==> src/rtl/rtc_bus_pkg.sv <==
// -----------------------------------------------------------------------------
// rtc_bus_pkg
// Shared definitions for the RTC bus sequencer:
//   - estado_t             : sequencer FSM states
//   - T_FASE_DEF/N_REG_DEF : default phase width and maximum burst length
//   - RTC_DIR_TRANSFER     : command address of the trailing transfer transaction
//   - RTC register map     : time block 8'h21-8'h26, chrono block 8'h41-8'h43
//   - es_fase_temporizada  : true for the states timed by the phase counter
// -----------------------------------------------------------------------------
package rtc_bus_pkg;

    typedef enum logic [2:0] {
        INACT = 3'd0,
        DIR   = 3'd1,
        ESP1  = 3'd2,
        DATO  = 3'd3,
        ESP2  = 3'd4,
        FIN   = 3'd5
    } estado_t;

    localparam int T_FASE_DEF = 4;
    localparam int N_REG_DEF  = 9;

    localparam logic [7:0] RTC_DIR_TRANSFER = 8'hF1;

    // Time registers
    localparam logic [7:0] RTC_SEG  = 8'h21;
    localparam logic [7:0] RTC_MIN  = 8'h22;
    localparam logic [7:0] RTC_HORA = 8'h23;
    localparam logic [7:0] RTC_DIA  = 8'h24;
    localparam logic [7:0] RTC_MES  = 8'h25;
    localparam logic [7:0] RTC_ANIO = 8'h26;

    // Chronometer registers
    localparam logic [7:0] RTC_CRONO_CENT = 8'h41;
    localparam logic [7:0] RTC_CRONO_SEG  = 8'h42;
    localparam logic [7:0] RTC_CRONO_MIN  = 8'h43;

    function automatic logic es_fase_temporizada(input estado_t e);
        return (e == DIR) || (e == ESP1) || (e == DATO) || (e == ESP2);
    endfunction

endpackage

==> src/rtl/rtc_fase_cont.sv <==
// -----------------------------------------------------------------------------
// rtc_fase_cont
// Phase-width down-counter. Loading sets the count to T_FASE-1; it then counts
// down to zero and holds there. A phase lasts exactly T_FASE cycles when the
// counter is loaded on the edge that enters it.
// Ports:
//   reloj_i   : clock
//   reset_i   : synchronous active-high reset
//   carga_i   : load T_FASE-1 on this edge (a new phase starts next cycle)
//   fin_o     : current cycle is the last one of the phase
//   fin_sig_o : next cycle will be the last one of the phase (after this edge)
// -----------------------------------------------------------------------------
module rtc_fase_cont #(
    parameter int T_FASE = 4
) (
    input  logic reloj_i,
    input  logic reset_i,
    input  logic carga_i,
    output logic fin_o,
    output logic fin_sig_o
);

    localparam int CW = (T_FASE > 1) ? $clog2(T_FASE) : 1;

    logic [CW-1:0] cnt_q, cnt_d;

    // NOTE: every variable written in an always_comb gets a default first, so
    // no path leaves it unassigned and no latch is inferred.
    always_comb begin
        cnt_d = cnt_q;
        if (carga_i) begin
            cnt_d = CW'(T_FASE - 1);
        end else if (cnt_q != '0) begin
            cnt_d = cnt_q - CW'(1);
        end
    end

    // NOTE: state registers use non-blocking assignments so every flop samples
    // the pre-edge values regardless of evaluation order.
    always_ff @(posedge reloj_i) begin
        if (reset_i) begin
            cnt_q <= '0;
        end else begin
            cnt_q <= cnt_d;
        end
    end

    assign fin_o     = (cnt_q == '0);
    assign fin_sig_o = (cnt_d == '0);

endmodule

==> src/rtl/rtc_bus_secuenciador.sv <==
// -----------------------------------------------------------------------------
// rtc_bus_secuenciador
// Burst engine for the multiplexed address/data RTC bus. One request moves
// 1..N_REG consecutive registers; each register takes four phases of T_FASE
// cycles: DIR (address), ESP1 (turnaround), DATO (data), ESP2 (turnaround).
// All outputs are registered: they are decoded from the next state and loaded
// on the same edge as the state register.
//
// Optional feature (macro RTC_SEC_TRANSFER_EN): after the last register of a
// write burst, one address-only DIR+ESP1 transaction to DIR_TRANSFER is issued
// before done. Undefined by default.
//
// Ports:
//   reloj, resetM             : clock, synchronous active-high reset
//   req, escribir, dir_base,
//   cantidad                  : burst request (sampled while not busy)
//   busy, done                : burst in progress / one-cycle end pulse
//   wr_pide, wr_idx, wr_dato  : write-data request; data sampled next edge
//   rd_valido, rd_idx, rd_dato: read-data strobe with index and value
//   cs_n, rd_n, wr_n, a_d     : RTC strobes (active-low) and phase select
//   bus_out, bus_oe, bus_in   : pad driver interface
// -----------------------------------------------------------------------------
module rtc_bus_secuenciador
    import rtc_bus_pkg::*;
#(
    parameter int               N_REG        = N_REG_DEF,
    parameter int               T_FASE       = T_FASE_DEF,
    parameter int               ANCHO        = 8,
    parameter logic [ANCHO-1:0] DIR_TRANSFER = ANCHO'(RTC_DIR_TRANSFER),
    localparam int              CW           = $clog2(N_REG + 1),
    localparam int              IW           = $clog2(N_REG)
) (
    input  logic             reloj,
    input  logic             resetM,
    input  logic             req,
    input  logic             escribir,
    input  logic [ANCHO-1:0] dir_base,
    input  logic [CW-1:0]    cantidad,
    output logic             busy,
    output logic             done,
    output logic             wr_pide,
    output logic [IW-1:0]    wr_idx,
    input  logic [ANCHO-1:0] wr_dato,
    output logic             rd_valido,
    output logic [IW-1:0]    rd_idx,
    output logic [ANCHO-1:0] rd_dato,
    output logic             cs_n,
    output logic             rd_n,
    output logic             wr_n,
    output logic             a_d,
    output logic [ANCHO-1:0] bus_out,
    output logic             bus_oe,
    input  logic [ANCHO-1:0] bus_in
);

    // ---------------------------------------------------------------- control
    estado_t          estado_q, estado_d;
    logic             escr_q, escr_d;
    logic [ANCHO-1:0] dir_q, dir_d;
    logic [CW-1:0]    cant_q, cant_d;
    logic [IW-1:0]    idx_q, idx_d;
    logic             transf_q, transf_d;   // in the trailing transfer transaction

    // ---------------------------------------------------------------- outputs
    logic             busy_q, busy_d;
    logic             done_q, done_d;
    logic             wr_pide_q, wr_pide_d;
    logic [IW-1:0]    wr_idx_q, wr_idx_d;
    logic             rd_valido_q, rd_valido_d;
    logic [IW-1:0]    rd_idx_q, rd_idx_d;
    logic [ANCHO-1:0] rd_dato_q, rd_dato_d;
    logic             cs_n_q, cs_n_d;
    logic             rd_n_q, rd_n_d;
    logic             wr_n_q, wr_n_d;
    logic             a_d_q, a_d_d;
    logic [ANCHO-1:0] bus_out_q, bus_out_d;
    logic             bus_oe_q, bus_oe_d;

    logic          fase_fin;      // current cycle is the last of its phase
    logic          fase_fin_sig;  // next cycle is the last of its phase
    logic          fase_carga;
    logic          ultimo;        // current register is the last of the burst
    logic [CW-1:0] cant_recortada;

    // A phase starts whenever the FSM moves into a timed state.
    assign fase_carga = es_fase_temporizada(estado_d) && (estado_d != estado_q);

    rtc_fase_cont #(
        .T_FASE (T_FASE)
    ) u_fase_cont (
        .reloj_i   (reloj),
        .reset_i   (resetM),
        .carga_i   (fase_carga),
        .fin_o     (fase_fin),
        .fin_sig_o (fase_fin_sig)
    );

    assign cant_recortada = (cantidad > CW'(N_REG)) ? CW'(N_REG) : cantidad;
    assign ultimo         = ((CW'(idx_q) + CW'(1)) == cant_q);

    // ------------------------------------------------------ next-state logic
    always_comb begin
        estado_d = estado_q;
        escr_d   = escr_q;
        dir_d    = dir_q;
        cant_d   = cant_q;
        idx_d    = idx_q;
        transf_d = transf_q;

        unique case (estado_q)
            INACT, FIN: begin
                // FIN also accepts a request so bursts can run back to back.
                estado_d = INACT;
                if (req) begin
                    escr_d   = escribir;
                    dir_d    = dir_base;
                    cant_d   = cant_recortada;
                    idx_d    = '0;
                    transf_d = 1'b0;
                    estado_d = (cantidad == '0) ? FIN : DIR;
                end
            end
            DIR: begin
                if (fase_fin) estado_d = ESP1;
            end
            ESP1: begin
                if (fase_fin) estado_d = transf_q ? FIN : DATO;
            end
            DATO: begin
                if (fase_fin) estado_d = ESP2;
            end
            ESP2: begin
                if (fase_fin) begin
                    dir_d = dir_q + ANCHO'(1);
                    idx_d = idx_q + IW'(1);
                    if (!ultimo) begin
                        estado_d = DIR;
                    end else begin
`ifdef RTC_SEC_TRANSFER_EN
                        if (escr_q) begin
                            dir_d    = DIR_TRANSFER;
                            transf_d = 1'b1;
                            estado_d = DIR;
                        end else begin
                            estado_d = FIN;
                        end
`else
                        estado_d = FIN;
`endif
                    end
                end
            end
            default: estado_d = INACT;
        endcase
    end

    // --------------------------------------- output decode from the next state
    always_comb begin
        busy_d      = 1'b0;
        done_d      = 1'b0;
        wr_pide_d   = 1'b0;
        wr_idx_d    = idx_d;
        rd_valido_d = 1'b0;
        rd_idx_d    = rd_idx_q;
        rd_dato_d   = rd_dato_q;
        cs_n_d      = 1'b1;
        rd_n_d      = 1'b1;
        wr_n_d      = 1'b1;
        a_d_d       = 1'b1;
        bus_out_d   = bus_out_q;
        bus_oe_d    = 1'b0;

        unique case (estado_d)
            DIR: begin
                busy_d    = 1'b1;
                cs_n_d    = 1'b0;
                wr_n_d    = 1'b0;
                a_d_d     = 1'b0;
                bus_oe_d  = 1'b1;
                bus_out_d = dir_d;
            end
            ESP1: begin
                busy_d    = 1'b1;
                wr_pide_d = escr_d && !transf_d && fase_fin_sig;
            end
            DATO: begin
                busy_d = 1'b1;
                cs_n_d = 1'b0;
                if (escr_d) begin
                    wr_n_d   = 1'b0;
                    bus_oe_d = 1'b1;
                    // Write data is sampled once, on the edge after wr_pide.
                    if (estado_q != DATO) bus_out_d = wr_dato;
                end else begin
                    rd_n_d = 1'b0;
                end
            end
            ESP2: begin
                busy_d = 1'b1;
                // The edge leaving DATO captures the pad and publishes it.
                if ((estado_q == DATO) && !escr_q) begin
                    rd_valido_d = 1'b1;
                    rd_dato_d   = bus_in;
                    rd_idx_d    = idx_q;
                end
            end
            FIN: begin
                done_d = 1'b1;
            end
            default: ;
        endcase
    end

    // ---------------------------------------------------------------- registers
    always_ff @(posedge reloj) begin
        if (resetM) begin
            estado_q    <= INACT;
            escr_q      <= 1'b0;
            dir_q       <= '0;
            cant_q      <= '0;
            idx_q       <= '0;
            transf_q    <= 1'b0;
            busy_q      <= 1'b0;
            done_q      <= 1'b0;
            wr_pide_q   <= 1'b0;
            wr_idx_q    <= '0;
            rd_valido_q <= 1'b0;
            rd_idx_q    <= '0;
            rd_dato_q   <= '0;
            cs_n_q      <= 1'b1;
            rd_n_q      <= 1'b1;
            wr_n_q      <= 1'b1;
            a_d_q       <= 1'b1;
            bus_out_q   <= '0;
            bus_oe_q    <= 1'b0;
        end else begin
            estado_q    <= estado_d;
            escr_q      <= escr_d;
            dir_q       <= dir_d;
            cant_q      <= cant_d;
            idx_q       <= idx_d;
            transf_q    <= transf_d;
            busy_q      <= busy_d;
            done_q      <= done_d;
            wr_pide_q   <= wr_pide_d;
            wr_idx_q    <= wr_idx_d;
            rd_valido_q <= rd_valido_d;
            rd_idx_q    <= rd_idx_d;
            rd_dato_q   <= rd_dato_d;
            cs_n_q      <= cs_n_d;
            rd_n_q      <= rd_n_d;
            wr_n_q      <= wr_n_d;
            a_d_q       <= a_d_d;
            bus_out_q   <= bus_out_d;
            bus_oe_q    <= bus_oe_d;
        end
    end

    assign busy      = busy_q;
    assign done      = done_q;
    assign wr_pide   = wr_pide_q;
    assign wr_idx    = wr_idx_q;
    assign rd_valido = rd_valido_q;
    assign rd_idx    = rd_idx_q;
    assign rd_dato   = rd_dato_q;
    assign cs_n      = cs_n_q;
    assign rd_n      = rd_n_q;
    assign wr_n      = wr_n_q;
    assign a_d       = a_d_q;
    assign bus_out   = bus_out_q;
    assign bus_oe    = bus_oe_q;

endmodule

==> config.mk <==
export PLATFORM = sky130hd
export DESIGN_NAME = rtc_bus_secuenciador
export DESIGN_NICKNAME = d
export VERILOG_FILES = /design/src/rtl/rtc_bus_pkg.sv /design/src/rtl/rtc_fase_cont.sv /design/src/rtl/rtc_bus_secuenciador.sv
export SDC_FILE = /design/constraint.sdc
export NUM_CORES = 1
export LEC_CHECK = 0
export ABC_CLOCK_PERIOD_IN_PS = 2400
export BUFFER_PORTS_ARGS = -buffer_cell sky130_fd_sc_hd__buf_2
export CORE_MARGIN = 2
export CORE_UTILIZATION = 50
export CTS_CLUSTER_DIAMETER = 120
export DETAILED_ROUTE_END_ITERATION = 8
export PLACE_DENSITY = 0.88
export SETUP_SLACK_MARGIN = 0.02
export SYNTH_ARGS = -nofsm -noshare
export SYNTH_HDL_FRONTEND = slang
export SYNTH_SLANG_ARGS = --single-unit
export TNS_END_PERCENT = 5
==> constraint.sdc <==
create_clock -name reloj -period 2.4 [get_ports reloj]
set_input_delay 0.36 -clock reloj [delete_from_list [all_inputs] [get_ports reloj]]
set_output_delay 0.36 -clock reloj [all_outputs]
set_load 0.1 [all_outputs]
======== Word-level counts from Yosys, hierarchy flattened ========
Cells that the tools add are included.
storage, ports and cells
  memory bits (read-only) ................. 0
  word-level logic and storage cells ...... 103
  memories ................................ 0
  bits in registers ....................... 52
  bits of input ports ..................... 32
  output and inout port bits .............. 33
  RAM bits ................................ 0
  latch bits .............................. 0
cells by class
  order comparisons ....................... 1
  mux-type cells .......................... 34
  divide/modulo/power cells ............... 0
  $mul .................................... 0
  shift operators ......................... 0
  reductions and logical operators ........ 26
  bitwise gates (word level) .............. 3
  add/sub/neg operators ................... 3
  equal/unequal tests ..................... 17
operators by type and width
  kind                                            count
  two-way mux 8 bit                               4
  one-hot mux 8 bit (2 select lines)              2
  two-way mux 3 bit                               8
  one-hot mux 3 bit (5 select lines)              1
  == test 3 x 2 -> 1 bit (second input constant)  4
  == test 3 bit (second input constant)           4
  two-way mux 4 bit                               3
  two-way mux 1 bit                               11
  OR reduction 2 bit                              5
  adder 8 x 1 -> 8 bit (second input constant)    1
  one-hot mux 4 bit (2 select lines)              1
  == test 3 x 1 -> 1 bit (second input constant)  2
  != test 2 bit (second input constant)           3
  AND reduction 3 bit                             2
  nonzero test 2 bit                              3
  adder 4 x 1 -> 4 bit (second input constant)    1
  == test 4 bit                                   1
  > comparator 4 bit (second input constant)      1
  logical AND 1 bit                               4
  zero test 2 bit                                 2
  zero test 4 bit                                 1
  two-way mux 2 bit                               2
  one-hot mux 1 bit (2 select lines)              2
  AND reduction 2 bit                             2
  9 further kinds                                 14

======== Logic depth before layout (Yosys ltp) ========
  depth in word-level cells ............... 13
  mapped depth ............................ 9
  gate-level depth less buffers ........... 7

======== Cells and area by module ========
From an unflattened synthesis, not the netlist that was laid out.
second synthesis, totals
  cells, all modules ...................... 286
  area total of the unflattened synthesis .. 2427.3 um^2
by module, submodules not included
  module                seq. area each (um^2)  area each (um^2)  instances  cells an instance
  rtc_bus_secuenciador  1001.0                 2352.3            1          277
  rtc_fase_cont         40.0                   75.1              1          9

======== Worst setup path before layout ========
OpenSTA, ideal clock, no wires.
  path type ............................... reg-to-reg
  from .................................... register wr_idx[0] (netlist name)
  to ...................................... register a_d_q (netlist: a_d)
  setup time .............................. 123 ps
  data required time ...................... 2277 ps
  period minus slack after synthesis ...... 2837 ps
  cell stages (with the launch flop) ...... 8
  path buffers ............................ 0
  path slack .............................. -437 ps
  arrival time ............................ 2714 ps
  cell sequence ........................... dfxtp_1 ha_1 xnor2_1 xnor2_1 nor3_1 a2111oi_4 nand2_1 or2_2
RTL lines
  item                  RTL line                     text
  end signal, assigned  rtc_bus_secuenciador.sv:233  a_d_q <= 1'b1;
  end signal, assigned  rtc_bus_secuenciador.sv:253  a_d_q <= a_d_d;
  end, declared         rtc_bus_secuenciador.sv:75   logic a_d_q, a_d_d;

==> results.tsv <==
stage	metric	value	unit
synthesis	syn-instance-count	295	
clocking	hold_buffers	0	
place	post-place-ws	0.202	ns
drt	via_per_inst	5.57	
drt	vias	2372	
floorplanning	fp.dieArea	5620	µm²
layout	ff_latch_area	1050	µm²
layout	finalNonFillerCells	426	
floorplanning	die_h	75.0	µm
floorplanning	die_width	75.0	µm
timing	finClkSkew	0.0109	ns
timing	relSlewSlack	54.9	%
grt	grt_pass1_wl	9360	µm
timing	setup_viol	0	
layout	drive_above_1_share	26.7	%
clocking	htree_levels	2	
drt	drt_iter0_drc	161	
min_path	min_path_type	in -> reg	
clocking	cts_sinks	52	
run	maxCapViolations	0	
timing	worstMarginPinSlew	0.676	ns
setup_path	crit_path_max_incr_delay	0.46	ns
grt	first_global_vias	2128	
drt	wl_per_cell	13.7	µm
synthesis	async_reset_ff_share	0	%
floorplanning	io_pins	65	
synthesis	ys_seq_area_share	41.3	%
synthesis	ys_warn_count	0	
drt	post-route-drc-count	0	
floorplanning	start_util	52.7	%
clocking	cts_tree	yes	
layout	layout_commonest_cell	buf_2	
grt	grt_usage	21.6	%
drt	firstDrtPassIters	4	
setup_path	worst-path-buf-inv	1	
setup_path	end_kind	flop	
pwr	p_leak	1.39	nW
floorplanning	rows	25	
layout	utilization	62.7	%
clocking	cts-buffers-inserted	5	
layout	multiInputGateArea	1370	µm²
layout	n_antenna_cell	0	
timing	rsz0062_at_grt	no	
timing	drv_slew	0	
grt	antenna_found_initial	0	
clocking	clockBufferDepth	2	
timing	period_minus_slack	2.22	ns
setup_path	required	2.59	ns
grt	grt_remaining_overflow	0	
layout	final_cell_mix	64 x buf_2, 48 x nor2_1, 47 x dfxtp_1	
floorplanning	core	4790	µm²
synthesis	synth_fp_nets	329	
setup_path	critPathLaunchType	flop	
synthesis	dominantRegCellSynth	dfxtp_1	
setup_path	crit_chain	ha_1, xnor2_1, xnor2_1, nor3_1, a2111oi_4, buf_4, nand2_1, or2_2	
place	numPortBuffers	64	
synthesis	syn_area	2520	µm²
pwr	ir_drop	0.000846	V
layout	final_net_count	392	
place	numPlacedInstances	418	
clocking	insertion_delay	0.31	ns
synthesis	synth_edf_count	0	
drt	drt_wl_total	5840	µm
layout	fillers	419	
pwr	p_per_area	1140	nW/µm²
setup_path	setup.worst_path.class	reg -> reg	
setup_path	path_max_fanout	7	
grt	grt_max_degree	40	
timing	max_freq	0.451	GHz
place	gp_congestion	1.04	
timing	timing.final.ws_setup	0.184	ns
place	dp_hpwl	4370	µm
clocking	path_clk_slew	0.09	ns
timing	hold_violations	0	
timing	whs	0.286	ns
synthesis	ys_types	51	
drt	ant_nets	0	
setup_path	arrival	2.41	ns
synthesis	syn_area_per_cell	8.54	µm²
run_status	status	finished, final reports clean	
synthesis	ys_ff_latch	52	
layout	synthToLayoutAreaGrowth	19.2	%
setup_path	cp_slowest_cell	a2111oi_4	
setup_path	cp_top_family	simple AND/OR/NAND/NOR gates	
timing	tns	0	ns
setup_path	cp_common_cell	xnor2_1	
clocking	root_buffer	clkbuf_8	
timing	period_share	92.3	%
flip-flops by register name (all words and copies together) (netlist names), 2 cells and up:
| register | cells |
|---|---|
| rd_idx | 4 |
| estado_q | 3 |
| cant_q | 4 |
| u_fase_cont.cnt_q | 2 |
| dir_q | 8 |
| bus_out | 8 |
| rd_dato | 8 |
| wr_idx | 4 |
Yosys cell counts, types with 2 or more instances:
cell / number / area [µm²]
or2_2: 3 / 18.8
a22oi_1: 3 / 22.5
nand3_1: 6 / 30.0
buf_2: 5 / 25.0
nand2b_1: 3 / 18.8
dfxtp_1: 52 / 1040
nand2_1: 17 / 63.8
a211o_1: 6 / 52.6
o21ai_0: 21 / 105
a21oi_1: 23 / 115
buf_6: 2 / 22.5
nor3_1: 11 / 55.1
clkbuf_1: 8 / 30.0
nor2b_1: 9 / 56.3
nor4_1: 3 / 18.8
a21o_1: 4 / 30.0
ha_1: 2 / 25.0
mux2_2: 3 / 33.8
nor3b_1: 3 / 22.5
mux2i_1: 14 / 140
inv_1: 4 / 15.0
nor2_1: 48 / 180
nand3b_1: 4 / 30.0
xor2_1: 3 / 26.3
and3_1: 2 / 12.5
a311oi_1: 2 / 17.5
buf_4: 2 / 15.0
xnor2_1: 6 / 52.6
o21a_1: 4 / 30.0
per-layer routing:
layer	wire, µm	GRT usage [%]
met1	2600	28.1
met2	2820	35.8
met3	307	3.75
met4	112	8.73
met5	0	0
cell families after synthesis:
family	Yosys count	synth area share, %
and+or+nand+nor	117	22.5
AOI/OAI and AO/OA	74	19.6
DFF	52	41.3
buffers and inverters	22	4.47
muxes	17	6.90
xor gates and xnor gates	10	3.77
adders and majority gates	3	1.39
worst register-to-register path: cells and delay by family, from the launching register on:
kind            cells  cell delay (ns)
simple gates        3             0.48
compound gates      1             0.46
flops               1             0.37
xor+xnor            2             0.33
fa+ha+maj           1             0.24
buf+inv             1             0.23
path summary, 6_finish.rpt:
check | start | end | slack (ns) | cells past startpoint
worst max-delay path | wr_idx[0] | a_d | 0.18 | 8
worst min-delay path | bus_in[1] | rd_dato[1] | 0.29 | 3
worst max register to register | wr_idx[0] | a_d | 0.18 | 8
worst min register to register | cant_q[1] | cant_q[1] | 0.47 | 2
through the flow:
stage               instance area (µm²)  total power [mW]
floorplan                          2530              2.61
global placement                   2910              2.89
detailed placement                 2910              2.92
CTS                                3000              3.43
global route                       3000              3.61
finish                             3000              3.43
power by group:
group          internal [mW]  leakage (nW)  switching [mW]  total [mW]
clock                  0.236        0.0455           0.271       0.507
sequential              1.03         0.427           0.143        1.17
combinational          0.471         0.914            1.28        1.75
total                   1.73          1.39            1.69        3.43
cell type report:
cell class	instances	area share, %
Multi-Input combinational cell	221	45.5
Timing Repair Buffer	74	13.2
Inverter	4	0.500
Clock buffer	8	3.00
Sequential cell	52	35.0
Tap cell	67	2.79
what timing repair did:
action | CTS | global route
setup buffers | 0 | 0
gates resized for setup | 0 | 1
setup endpoints to repair | 0 | 2
hold endpoints to repair | 0 | 0
No activity file was read; power rests on OpenSTA's default activity.
